--- config.mk ---
export PLATFORM = sky130hd
export DESIGN_NAME = wishbone_rr_arbiter
export DESIGN_NICKNAME = d
export VERILOG_FILES = /design/src/rtl/wb_arb_pkg.sv /design/src/rtl/rr_priority_picker.sv /design/src/rtl/wishbone_rr_arbiter.sv
export SDC_FILE = /design/constraint.sdc
export NUM_CORES = 1
export LEC_CHECK = 0
export CAP_MARGIN = 15
export CORE_AREA = 2 2 207 209
export CTS_CLUSTER_DIAMETER = 60
export DETAILED_ROUTE_END_ITERATION = 7
export DIE_AREA = 0 0 209 211
export GPL_TIMING_DRIVEN = 1
export SLEW_MARGIN = 40
export SYNTH_ARGS = -nofsm -noshare
export SYNTH_HDL_FRONTEND = slang
export SYNTH_HIERARCHICAL = 1
export SYNTH_SLANG_ARGS = --single-unit
export TNS_END_PERCENT = 20
--- constraint.sdc ---
create_clock -name CLK -period 5.1 [get_ports CLK]
set_input_delay 1.275 -clock CLK [delete_from_list [all_inputs] [get_ports CLK]]
set_output_delay 1.275 -clock CLK [all_outputs]
set_load 0.05 [all_outputs]
--- src/rtl/wb_arb_pkg.sv ---
// wb_arb_pkg: shared state type and bus widths for the Wishbone round-robin arbiter
package wb_arb_pkg;
  typedef enum logic [1:0] {IDLE, GRANT, ABORT} arb_state_t;
  localparam int WB_ADR_W = 32;
  localparam int WB_DAT_W = 32;
  localparam int WB_SEL_W = 4;
endpackage

--- src/rtl/rr_priority_picker.sv ---
// rr_priority_picker: combinational pick of the first request after last, wrapping
module rr_priority_picker #(
  parameter int N = 4
) (
  input  logic [N-1:0]         req,
  input  logic [$clog2(N)-1:0] last,
  output logic                 valid,
  output logic [$clog2(N)-1:0] idx
);
  localparam int W = $clog2(N);
  int c;
  assign valid = |req;
  // Scan farthest-first so the nearest candidate after last is the final assignment
  always_comb begin
    idx = '0;
    c = 0;
    for (int i = N; i >= 1; i--) begin
      c = (int'(last) + i) % N;
      if (req[W'(c)]) idx = W'(c);
    end
  end
endmodule

--- src/rtl/wishbone_rr_arbiter.sv ---
// wishbone_rr_arbiter: round-robin arbiter sharing one Wishbone B4 classic subordinate
module wishbone_rr_arbiter
  import wb_arb_pkg::*;
#(
  parameter int NUM_MANAGERS   = 4,
  parameter int TIMEOUT_CYCLES = 255
) (
  input  logic                                   CLK,
  input  logic                                   nRST,
  input  logic [NUM_MANAGERS-1:0][WB_ADR_W-1:0]  A_ADR_I,
  input  logic [NUM_MANAGERS-1:0][WB_DAT_W-1:0]  A_DAT_I,
  input  logic [NUM_MANAGERS-1:0][WB_SEL_W-1:0]  A_SEL_I,
  input  logic [NUM_MANAGERS-1:0]                A_WE_I,
  input  logic [NUM_MANAGERS-1:0]                A_STB_I,
  input  logic [NUM_MANAGERS-1:0]                A_CYC_I,
  output logic [NUM_MANAGERS-1:0][WB_DAT_W-1:0]  A_DAT_O,
  output logic [NUM_MANAGERS-1:0]                A_ACK_O,
  output logic [NUM_MANAGERS-1:0]                A_ERR_O,
  input  logic [WB_DAT_W-1:0]                    DAT_I,
  input  logic                                   ACK_I,
  output logic [WB_ADR_W-1:0]                    ADR_O,
  output logic [WB_DAT_W-1:0]                    DAT_O,
  output logic [WB_SEL_W-1:0]                    SEL_O,
  output logic                                   WE_O,
  output logic                                   STB_O,
  output logic                                   CYC_O,
  output logic [NUM_MANAGERS-1:0]                GRANT_O,
  output logic                                   BUSY_O
);
  localparam int OW  = $clog2(NUM_MANAGERS);
  localparam int WDW = TIMEOUT_CYCLES > 0 ? $clog2(TIMEOUT_CYCLES + 1) : 1;
  localparam logic [WDW-1:0] WD_LAST = WDW'(TIMEOUT_CYCLES - 1);
  arb_state_t     state;
  logic [OW-1:0]  owner, last_grant, pick;
  logic           pick_valid, gnt, waiting, expire;
  logic [WDW-1:0] wdog;
  rr_priority_picker #(.N(NUM_MANAGERS)) u_pick (
    .req(A_CYC_I), .last(last_grant), .valid(pick_valid), .idx(pick)
  );
  assign gnt     = state == GRANT;
  assign waiting = STB_O && !ACK_I;
  assign expire  = (TIMEOUT_CYCLES != 0) && waiting && wdog == WD_LAST;
  assign BUSY_O  = state != IDLE;
  always_ff @(posedge CLK or negedge nRST)
    if (!nRST) begin
      state      <= IDLE;
      owner      <= '0;
      last_grant <= OW'(NUM_MANAGERS - 1);
      wdog       <= '0;
    end else
      case (state)
        IDLE: if (pick_valid) begin
          owner <= pick;
          state <= GRANT;
        end
        GRANT: if (!A_CYC_I[owner]) begin
          last_grant <= owner;
          wdog       <= '0;
          state      <= IDLE;
        end else if (expire) begin
          wdog  <= '0;
          state <= ABORT;
        end else
          wdog <= waiting ? wdog + WDW'(1) : '0;
        default: begin
          last_grant <= owner;
          state      <= IDLE;
        end
      endcase
  // Bus mux driven only from the registered owner; nothing leaks through from IDLE
  always_comb begin
    ADR_O   = gnt ? A_ADR_I[owner] : '0;
    DAT_O   = gnt ? A_DAT_I[owner] : '0;
    SEL_O   = gnt ? A_SEL_I[owner] : '0;
    WE_O    = gnt && A_WE_I[owner];
    STB_O   = gnt && A_STB_I[owner];
    CYC_O   = gnt && A_CYC_I[owner];
    A_DAT_O = '0;
    A_ACK_O = '0;
    A_ERR_O = '0;
    GRANT_O = '0;
    if (gnt) begin
      A_DAT_O[owner] = DAT_I;
      A_ACK_O[owner] = ACK_I;
    end
    if (state != IDLE) GRANT_O[owner] = 1'b1;
    if (state == ABORT) A_ERR_O[owner] = 1'b1;
  end
endmodule

==> results.json <==
{
  "status": "complete, no violations",
  "crit_required_ns": 3.83,
  "relSlewSlack": 0.486,
  "die_h_um": 211,
  "drt_pass1_iterations": 4,
  "fp.dieW_um": 209,
  "cts_resized": 0,
  "drive_gt1_frac": 0.118,
  "grtUsageTotal": 0.115,
  "drt_first_iter_violations": 290,
  "finalSetupTns_ns": 0,
  "numCtsBuffers": 3,
  "synthCells": 451,
  "hp-class": "reg -> reg",
  "fin_nets": 1273,
  "initial_utilization": 0.0926,
  "synth_ff_type": "dfrtp_1",
  "cp_data_arrival_time_ns": 3.19,
  "maxCapViolCount": 0,
  "syn-num-nets": 772,
  "fin_area_um2": 9790,
  "num_vias": 5587,
  "cp_max_fo": 1,
  "endpoint": "DAT_O[26]",
  "wl_per_cell_um": 18.3,
  "antenna_left": 0,
  "final_common_cell": "clkdlybuf4s50_1",
  "portBuffers": 530,
  "yosysSeqAreaShare": 0.0912,
  "cp-startpoint": "A_DAT_I[90]",
  "hold_buffers": 0,
  "setup_viol": 0,
  "p_leak_nw": 3.44,
  "grt_max_degree": 66,
  "synth_seq_cells": 14,
  "rr_startpoint": "owner[0]$_DFFE_PN0P_",
  "io_pins": 531,
  "r2r_cells": 5,
  "worstSetupPathType": "in -> out",
  "vias_per_cell": 3.74,
  "cp-start-kind": "input pin",
  "postLayoutCoreUtil": 0.234,
  "grt_pass1_vias": 5663,
  "cts_setup_buffers": 0,
  "place_congestion": 0.952,
  "stdcell_count": 1492,
  "worst_slew_pin_slew_ns": 0.768,
  "r2r_slack_ns": 3.08,
  "post-dp-hpwl_mm": 23.6,
  "final_cell_mix": "clkdlybuf4s50_1, nor2_1, and2_1",
  "synth_area_um2": 3870,
  "syn_area_per_cell_um2": 8.58,
  "drv_slew": 0,
  "cts_root_buf": "clkbuf_16",
  "period_share": 0.876,
  "area_delta_synth_final_pct": 153,
  "finalHoldViolCount": 0,
  "clock_path_buffers": 2,
  "antenna_found_initial": 4,
  "clkTransAtPathRegs_ns": 0.04,
  "htree_levels": 1,
  "drc_errors": 0,
  "rsz0062_at_grt": "false",
  "die_area_um2": 44100,
  "skew_ns": 0.00140,
  "whs_ns": 0.511,
  "pwr_density_cell_nw_per_um2": 596,
  "fin_crit_ns": 4.47,
  "timing.rr.end": "last_grant[0]$_DFFE_PN1P_",
  "core.rowCount": 75,
  "cts_tree": "built",
  "dpl.cell_count": 1486,
  "ys_types": 42,
  "grt_pass1_wl_mm": 38.1,
  "clock-sinks": 14,
  "clock_latency_ns": 0.24,
  "core_area_um2": 41800,
  "peakVddDrop_mv": 0.300,
  "synth_edf_count": 0,
  "dpl-instance-area_um2": 9700,
  "crit_path_end_kind": "primary output",
  "fmax_ghz": 0.224,
  "grt_overflow_total": 0,
  "async_flop_share": 1.00,
  "wl_mm": 27.4,
  "yosys_warnings": 6
}
==> cell usage after synthesis, types with 3 or more instances <==
master / n / area (um2)
a21oi_1: 3 / 15.0
and2_1: 103 / 644
buf_2: 19 / 95.1
buf_6: 7 / 78.8
clkbuf_1: 17 / 63.8
dfrtp_1: 12 / 300
inv_1: 5 / 18.8
mux4_2: 71 / 1600
nand2_1: 49 / 184
nand2b_1: 7 / 43.8
nand3_1: 3 / 15.0
nor2_1: 111 / 417
o21ai_1: 5 / 25.0
or2_2: 3 / 18.8
==> worst max-delay path, stage by stage <==
cell and delay, ns:
clkdlybuf4s50_1 0.47, mux4_2 0.54, and2_1 0.19, clkdlybuf4s50_1 0.71
==> per-stage QoR <==
step                total power [mW]  setup WS [ns]
global placement                5.74          0.612
finish                          5.84          0.633
global route                    6.10          0.604
CTS                             5.93          0.616
floorplan                       3.86           1.73
detailed placement              5.74          0.625
==> logic make-up after synthesis <==
| group | after synthesis | synth area share |
|---|---|---|
| simple gates | 291 | 0.371 |
| buf+inv | 50 | 0.0692 |
| fa+ha+maj | 2 | 0.00647 |
| mux | 76 | 0.428 |
| compound gates | 17 | 0.0317 |
| flops | 14 | 0.0912 |
| xor+xnor | 1 | 0.00227 |
==> where the power goes <==
group	switching, mW	internal [mW]
clock	0.0426	0.119
sequential	0.109	0.149
combinational	3.41	2.01
total	3.56	2.27
==> registers in the layout (all words and copies together) (netlist names) <==
name	count
wdog	8
owner	2
state	2
last_grant	2
==> area by class of cell <==
type / count / area, um2
Antenna cell: 2 / 5.00
Tap cell: 539 / 674
Sequential cell: 14 / 360
Multi-Input combinational cell: 387 / 3250
Clock buffer: 4 / 88.8
Timing Repair Buffer: 540 / 5390
Fill cell: 4537 / 32000
Inverter: 6 / 22.5
==> routing by layer <==
layer	part of all wire	GRT usage	vias to the layer above	routed length [um]
met5	0.00084	0	-	23
met4	0.034	0.0384	4	944
li1	-	-	2582	-
met2	0.49	0.200	285	13400
met3	0.083	0.0282	28	2270
met1	0.39	0.138	2688	10700
==> how the worst min path moves through the flow <==
stage | from | to | depth (start not counted)
after floorplan | wdog[7]$_DFFE_PN0P_ | wdog[7]$_DFFE_PN0P_ | 1
after global placement | wdog[7]$_DFFE_PN0P_ | wdog[7]$_DFFE_PN0P_ | 1
after detailed placement | wdog[7]$_DFFE_PN0P_ | wdog[7]$_DFFE_PN0P_ | 1
after CTS | wdog[7]$_DFFE_PN0P_ | wdog[7]$_DFFE_PN0P_ | 1
after global routing | wdog[7]$_DFFE_PN0P_ | wdog[7]$_DFFE_PN0P_ | 1
final | wdog[7]$_DFFE_PN0P_ | wdog[7]$_DFFE_PN0P_ | 1
Note: power is estimated with default switching activity, not from simulation.
==> patch 1, RTL diff (config.mk and constraints unchanged) <==
`WB_SEL_W`: 4 -> 3.
--- a/src/rtl/wb_arb_pkg.sv
+++ b/src/rtl/wb_arb_pkg.sv
@@ -4,5 +4,5 @@
   localparam int WB_ADR_W = 32;
   localparam int WB_DAT_W = 32;
-  localparam int WB_SEL_W = 4;
+  localparam int WB_SEL_W = 3;
 endpackage
 
Interface: changed (resized A_SEL_I and SEL_O); port bits go from 531 to 526. No check against the original RTL was run, so the function may have changed too.
==> patch 1 against the original RTL <==
Wire length decreased by 0.71%; area after synthesis decreased by 1.6%; largest power group unchanged; final area decreased by 0.78%; total power decreased by 1.5%; critical path depth unchanged; sequential cell count unchanged; first-iteration DRC count decreased by 10%; setup slack got worse by 0.010 ns.
==> patch 1: results (changes against the original RTL) <==
Run status
  • Status: completed

Logic synthesis
  • Mapped Nets: 763 (-1.2%)
  • Post-synth top cells: nor2_1 (113), and2_1 (102), mux4_2 (70)
  • Sequential share of the synthesized area: 9.27% (+0.15 points)
  • FFs w/ async S/R, synth: 100% (unchanged)
  • Syn Inst Count: 446 (-1.1%)
  • Distinct cells, synth: 41 (-2.4%)
  • Top post-synthesis cells by area: mux4_2 (41%), and2_1 (17%), nor2_1 (11%)

STA
  • Slew headroom: 43.9% (-4.7 points)
  • Final setup fails: 0 (unchanged)
  • Layout Skew: 0.00604 ns (+0.00464 ns)

Layout
  • Non-filler instance count after layout: 1479 (-0.87%)
  • FFs & Latches: 14 (unchanged)
  • # diodes: 2 (unchanged)
  • Non-clk bufs: 532 (-1.5%)
  • Share of layout cells above drive strength 1: 11.2% (-0.58 points)
  • Buffer share of cell area: 55.0% (-0.057 points)
  • Clock network share of area: 0.811% (-0.096 points)
  • Multi-input gates: 382 (-1.3%)
  • Filler instances: 4553 (+0.35%)
  • Layout Nets: 1256 (-1.3%)
  • Multi-input logic area: 3230 um^2 (-0.58%)
  • Invs w/o clock: 6 (unchanged)
  • Top reg by flops: wdog

Global routing
  • Largest net degree at the start of global routing: 56 (-15%)
  • Initial antenna violation count: 8 (+4)
  • Vias in the first global route: 5952 (+5.1%)
  • First-pass GRT wire length: 37800 um (-0.69%)
  • GRT Total Usage: 11.4% (-0.087 points)

Power
  • Static Leak: 3.41 nW (-0.95%)
  • Peak VDD IR: 0.000363 V (+21%)

Critical path
  • Arrival time worst endpoint: 3.20 ns (about the same)
  • Worst Reg2Reg Path Length in Cells: 5 (unchanged)
  • Slowest stage cell, crit path: clkdlybuf4s50_1
  • Crit-path max cell delay: 0.70 ns
  • CP max FO: 5 (+4)
  • CP top delay family: buffers and inverters

Routing
  • TritonRoute pass-1 iters: 6 (+2)
  • Met3 Wirelength: 2380 um (+4.9%)
  • WL final: 27200 um (-0.71%)
  • Iteration-0 DRC Markers: 261 (-10%)
  • Top routing layer used: met5
  • Met2 WL: 14300 um (+6.3%)
  • DR vias: 5633 (+0.82%)
  • M1 WL: 9920 um (-7.2%)

Clocking
  • CTS max path bufs: 2 (unchanged)
  • Clock Latency Late Sink: 0.24 ns (about the same)
  • Root buf cell: clkbuf_16

Placed design
  • DP Cell Count: 1473 (-0.87%)
  • # port buffers: 525 (-0.94%)
  • HPWL Detailed: 23800 um (+1.0%)
  • Pre-CTS WS: 0.642 ns (+0.0175 ns)
  • Global placer's final weighted congestion: 0.859 (-9.7%)

Hold path
  • Hold crit path type: reg -> reg
[patch 1: worst register-to-register path: cells and delay by family, from the launching register on]
family                 cells  cell delay, ns
flip-flops                 1            0.82
multiplexers               2            0.72
AND/OR/NAND/NOR            2            0.30
buffers and inverters      1            0.30
[patch 1: per-stage QoR]
| step | util [%] | total power [mW] | area, um^2 |
|---|---|---|---|
| 5_1_grt | 23.3 | 6.00 | 9710 |
| 3_5_place_dp | 23.1 | 5.65 | 9630 |
| 6_report | 23.3 | 5.75 | 9710 |
| 2_1_floorplan | - | 3.81 | 3800 |
| 3_3_place_gp | 23.0 | 5.64 | 9620 |
| 4_1_cts | 23.3 | 5.82 | 9710 |
[patch 1: kinds of logic after synthesis]
family,count (synthesis),share of synthesized area [%]
fa+ha+maj,2,0.658
buf+inv,50,6.28
flops,14,9.27
simple gates,284,36.7
compound gates,20,3.95
mux,75,42.9
xor+xnor,1,0.230
[patch 1: final timing paths]
| check | start | endpoint | slack (ns) |
|---|---|---|---|
| hold / removal | wdog[7] | wdog[7] | 0.50 |
| min in group asynchronous | nRST | wdog[2] | 1.46 |
| setup reg to reg | owner[1] | last_grant[0] | 2.88 |
| max in group asynchronous | nRST | owner[0] | 3.12 |
| hold reg to reg | wdog[7] | wdog[7] | 0.50 |
| setup / recovery | A_CYC_I[3] | CYC_O | 0.62 |
[patch 1: layer usage]
metal / track usage (%) / up-vias
li1: - / 2549
met1: 12.5 / 2656
met2: 22.2 / 390
met3: 2.78 / 28
met4: 1.75 / 10
met5: 0 / -
[patch 1: where the power goes]
part	internal (mW)	switching, mW
combinational	2.00	3.30
clock	0.105	0.0429
sequential	0.148	0.152
==> patch 2, RTL diff (config.mk and constraints unchanged) <==
Without the edit above. Encoding of `arb_state_t`: now one-hot (3 bits for 3 states).
--- a/src/rtl/wb_arb_pkg.sv
+++ b/src/rtl/wb_arb_pkg.sv
@@ -1,5 +1,5 @@
 // wb_arb_pkg: shared state type and bus widths for the Wishbone round-robin arbiter
 package wb_arb_pkg;
-  typedef enum logic [1:0] {IDLE, GRANT, ABORT} arb_state_t;
+  typedef enum logic [2:0] {IDLE = 3'b001, GRANT = 3'b010, ABORT = 3'b100} arb_state_t;
   localparam int WB_ADR_W = 32;
   localparam int WB_DAT_W = 32;
Function: same outputs for any inputs over 4 cycles, from zero or initial values and one cycle with nRST low; so few cycles prove little.
==> patch 2 against the original RTL <==
Setup slack better by 0.034 ns; clock power is 6% lower; combinational power is 39% lower; sequential cell count is 1 higher; final area is 2.5% higher; via count is 3.9% lower; maximum frequency is 0.77% higher; total power is 36% lower; hold slack better by 0.0019 ns; area after synthesis is 4.4% higher; wire length is 4.4% lower; largest cell class unchanged; largest power group unchanged.
==> patch 2: results (changes against the original RTL) <==
Power
  • Peak VDD IR: 0.000324 V (+7.9%)
  • Clk pwr share: 4.1% (+1.3 points)
  • Internal power: 1.73 mW (-24%)
  • Static Leak: 3.41 nW (-0.86%)
  • P per Cell Area: 372 nW/um^2 (-38%)

Critical path
  • CP max FO: 2 (+1)
  • Crit-path max cell delay: 0.75 ns (+0.04 ns)
  • Arrival time worst endpoint: 3.16 ns (-0.03 ns)

Logic synthesis
  • Distinct cells, synth: 45 (+7.1%)
  • Top post-synthesis cells by area: mux4_2 (39%), and2_1 (20%), nor2b_1 (11%)
  • Mapped Nets: 741 (-4.0%)

Global routing
  • M3 GR Usage: 2.45% (-0.37 points)
  • Grt met1 use: 13.1% (-0.66 points)
  • GRT Total Usage: 10.9% (-0.52 points)
  • Initial antenna violation count: 3 (-1)
  • First-pass GRT wire length: 36500 um (-4.2%)
  • Vias in the first global route: 5590 (-1.3%)
  • Largest net degree at the start of global routing: 69 (+4.5%)

Clocking
  • Clock slew at reported path FFs: 0.05 ns
  • CTS H-tree depth: 1 (unchanged)

Layout
  • Layout Nets: 1245 (-2.2%)
  • Share of layout cells above drive strength 1: 11.5% (-0.29 points)
  • Largest registers: wdog: 8 flops, state: 3 flops
  • Filler instances: 4477 (-1.3%)

STA
  • Worst Max-Slew Pin Slew: 0.711 ns (-0.0571 ns)
  • Layout Skew: 0.00188 ns (+0.000480 ns)
  • Fmax: 0.226 GHz (+0.77%)

Routing
  • Per-cell routed wire length: 17.8 um (-2.7%)
  • TritonRoute pass-1 iters: 4 (unchanged)
  • Iteration-0 DRC Markers: 239 (-18%)
  • Met2 WL: 13600 um (+0.95%)
  • Met3 Wirelength: 1970 um (-13%)
  • Detailed-route vias per instance: 3.66 (-2.2%)
  • M1 WL: 10200 um (-4.6%)

Placed design
  • Pre-CTS WS: 0.633 ns (+0.00844 ns)
  • Global placer's final weighted congestion: 0.903 (-5.1%)
  • Cell Area, Placed: 9950 um^2 (+2.6%)

Run status
  • Status: completed
==> patch 2: through the flow <==
step,std cells,hold WS [ns],power [mW]
after floorplan,420,0.471,2.46
after global placement,1458,0.500,3.62
after detailed placement,1458,0.504,3.63
after CTS,1462,0.511,3.79
after global routing,1463,0.538,3.93
final,1465,0.513,3.73
==> patch 2: critical path: cells and delay by family <==
kind	cells	cell delay, ns
buffers and inverters	2	1.21
multiplexers	1	0.51
AND/OR/NAND/NOR	1	0.16
==> patch 2: cells by family after synthesis <==
kind of cell / after synthesis / synth area share, %
muxes: 78 / 41.2
xor gates and xnor gates: 1 / 0.217
buffers and inverters: 44 / 5.17
AOI/OAI and AO/OA: 22 / 4.15
and+or+nand+nor: 258 / 39.3
DFF: 15 / 9.39
adders and majority gates: 2 / 0.619
==> patch 2: cell type report <==
class	instances	area share, %
timing repair buffer	539	53.9
multi-input combinational	361	34.5
tap	539	6.72
sequential	15	3.85
clock buffer	3	0.748
inverter	4	0.150
antenna	3	0.0748
clock inverter	1	0.0499
==> patch 2: worst paths after layout <==
kind,start,endpoint,slack (ns),depth (start not counted)
worst max-delay path,A_SEL_I[6],SEL_O[2],0.67,4
min in group asynchronous,nRST,state[2],1.45,1
worst max register to register,owner[0],last_grant[1],2.62,6
worst min register to register,wdog[5],wdog[5],0.51,1
max in group asynchronous,nRST,owner[0],3.14,1
worst min-delay path,wdog[5],wdog[5],0.51,1
==> patch 2: power groups by stage <==
stage	Combinational, mW	Sequential, mW	Clock, mW
after floorplan	2.28	0.179	0
after global placement	3.31	0.311	0
after CTS	3.32	0.313	0.157
final	3.28	0.298	0.152
after detailed placement	3.32	0.315	0
after global routing	3.45	0.323	0.162
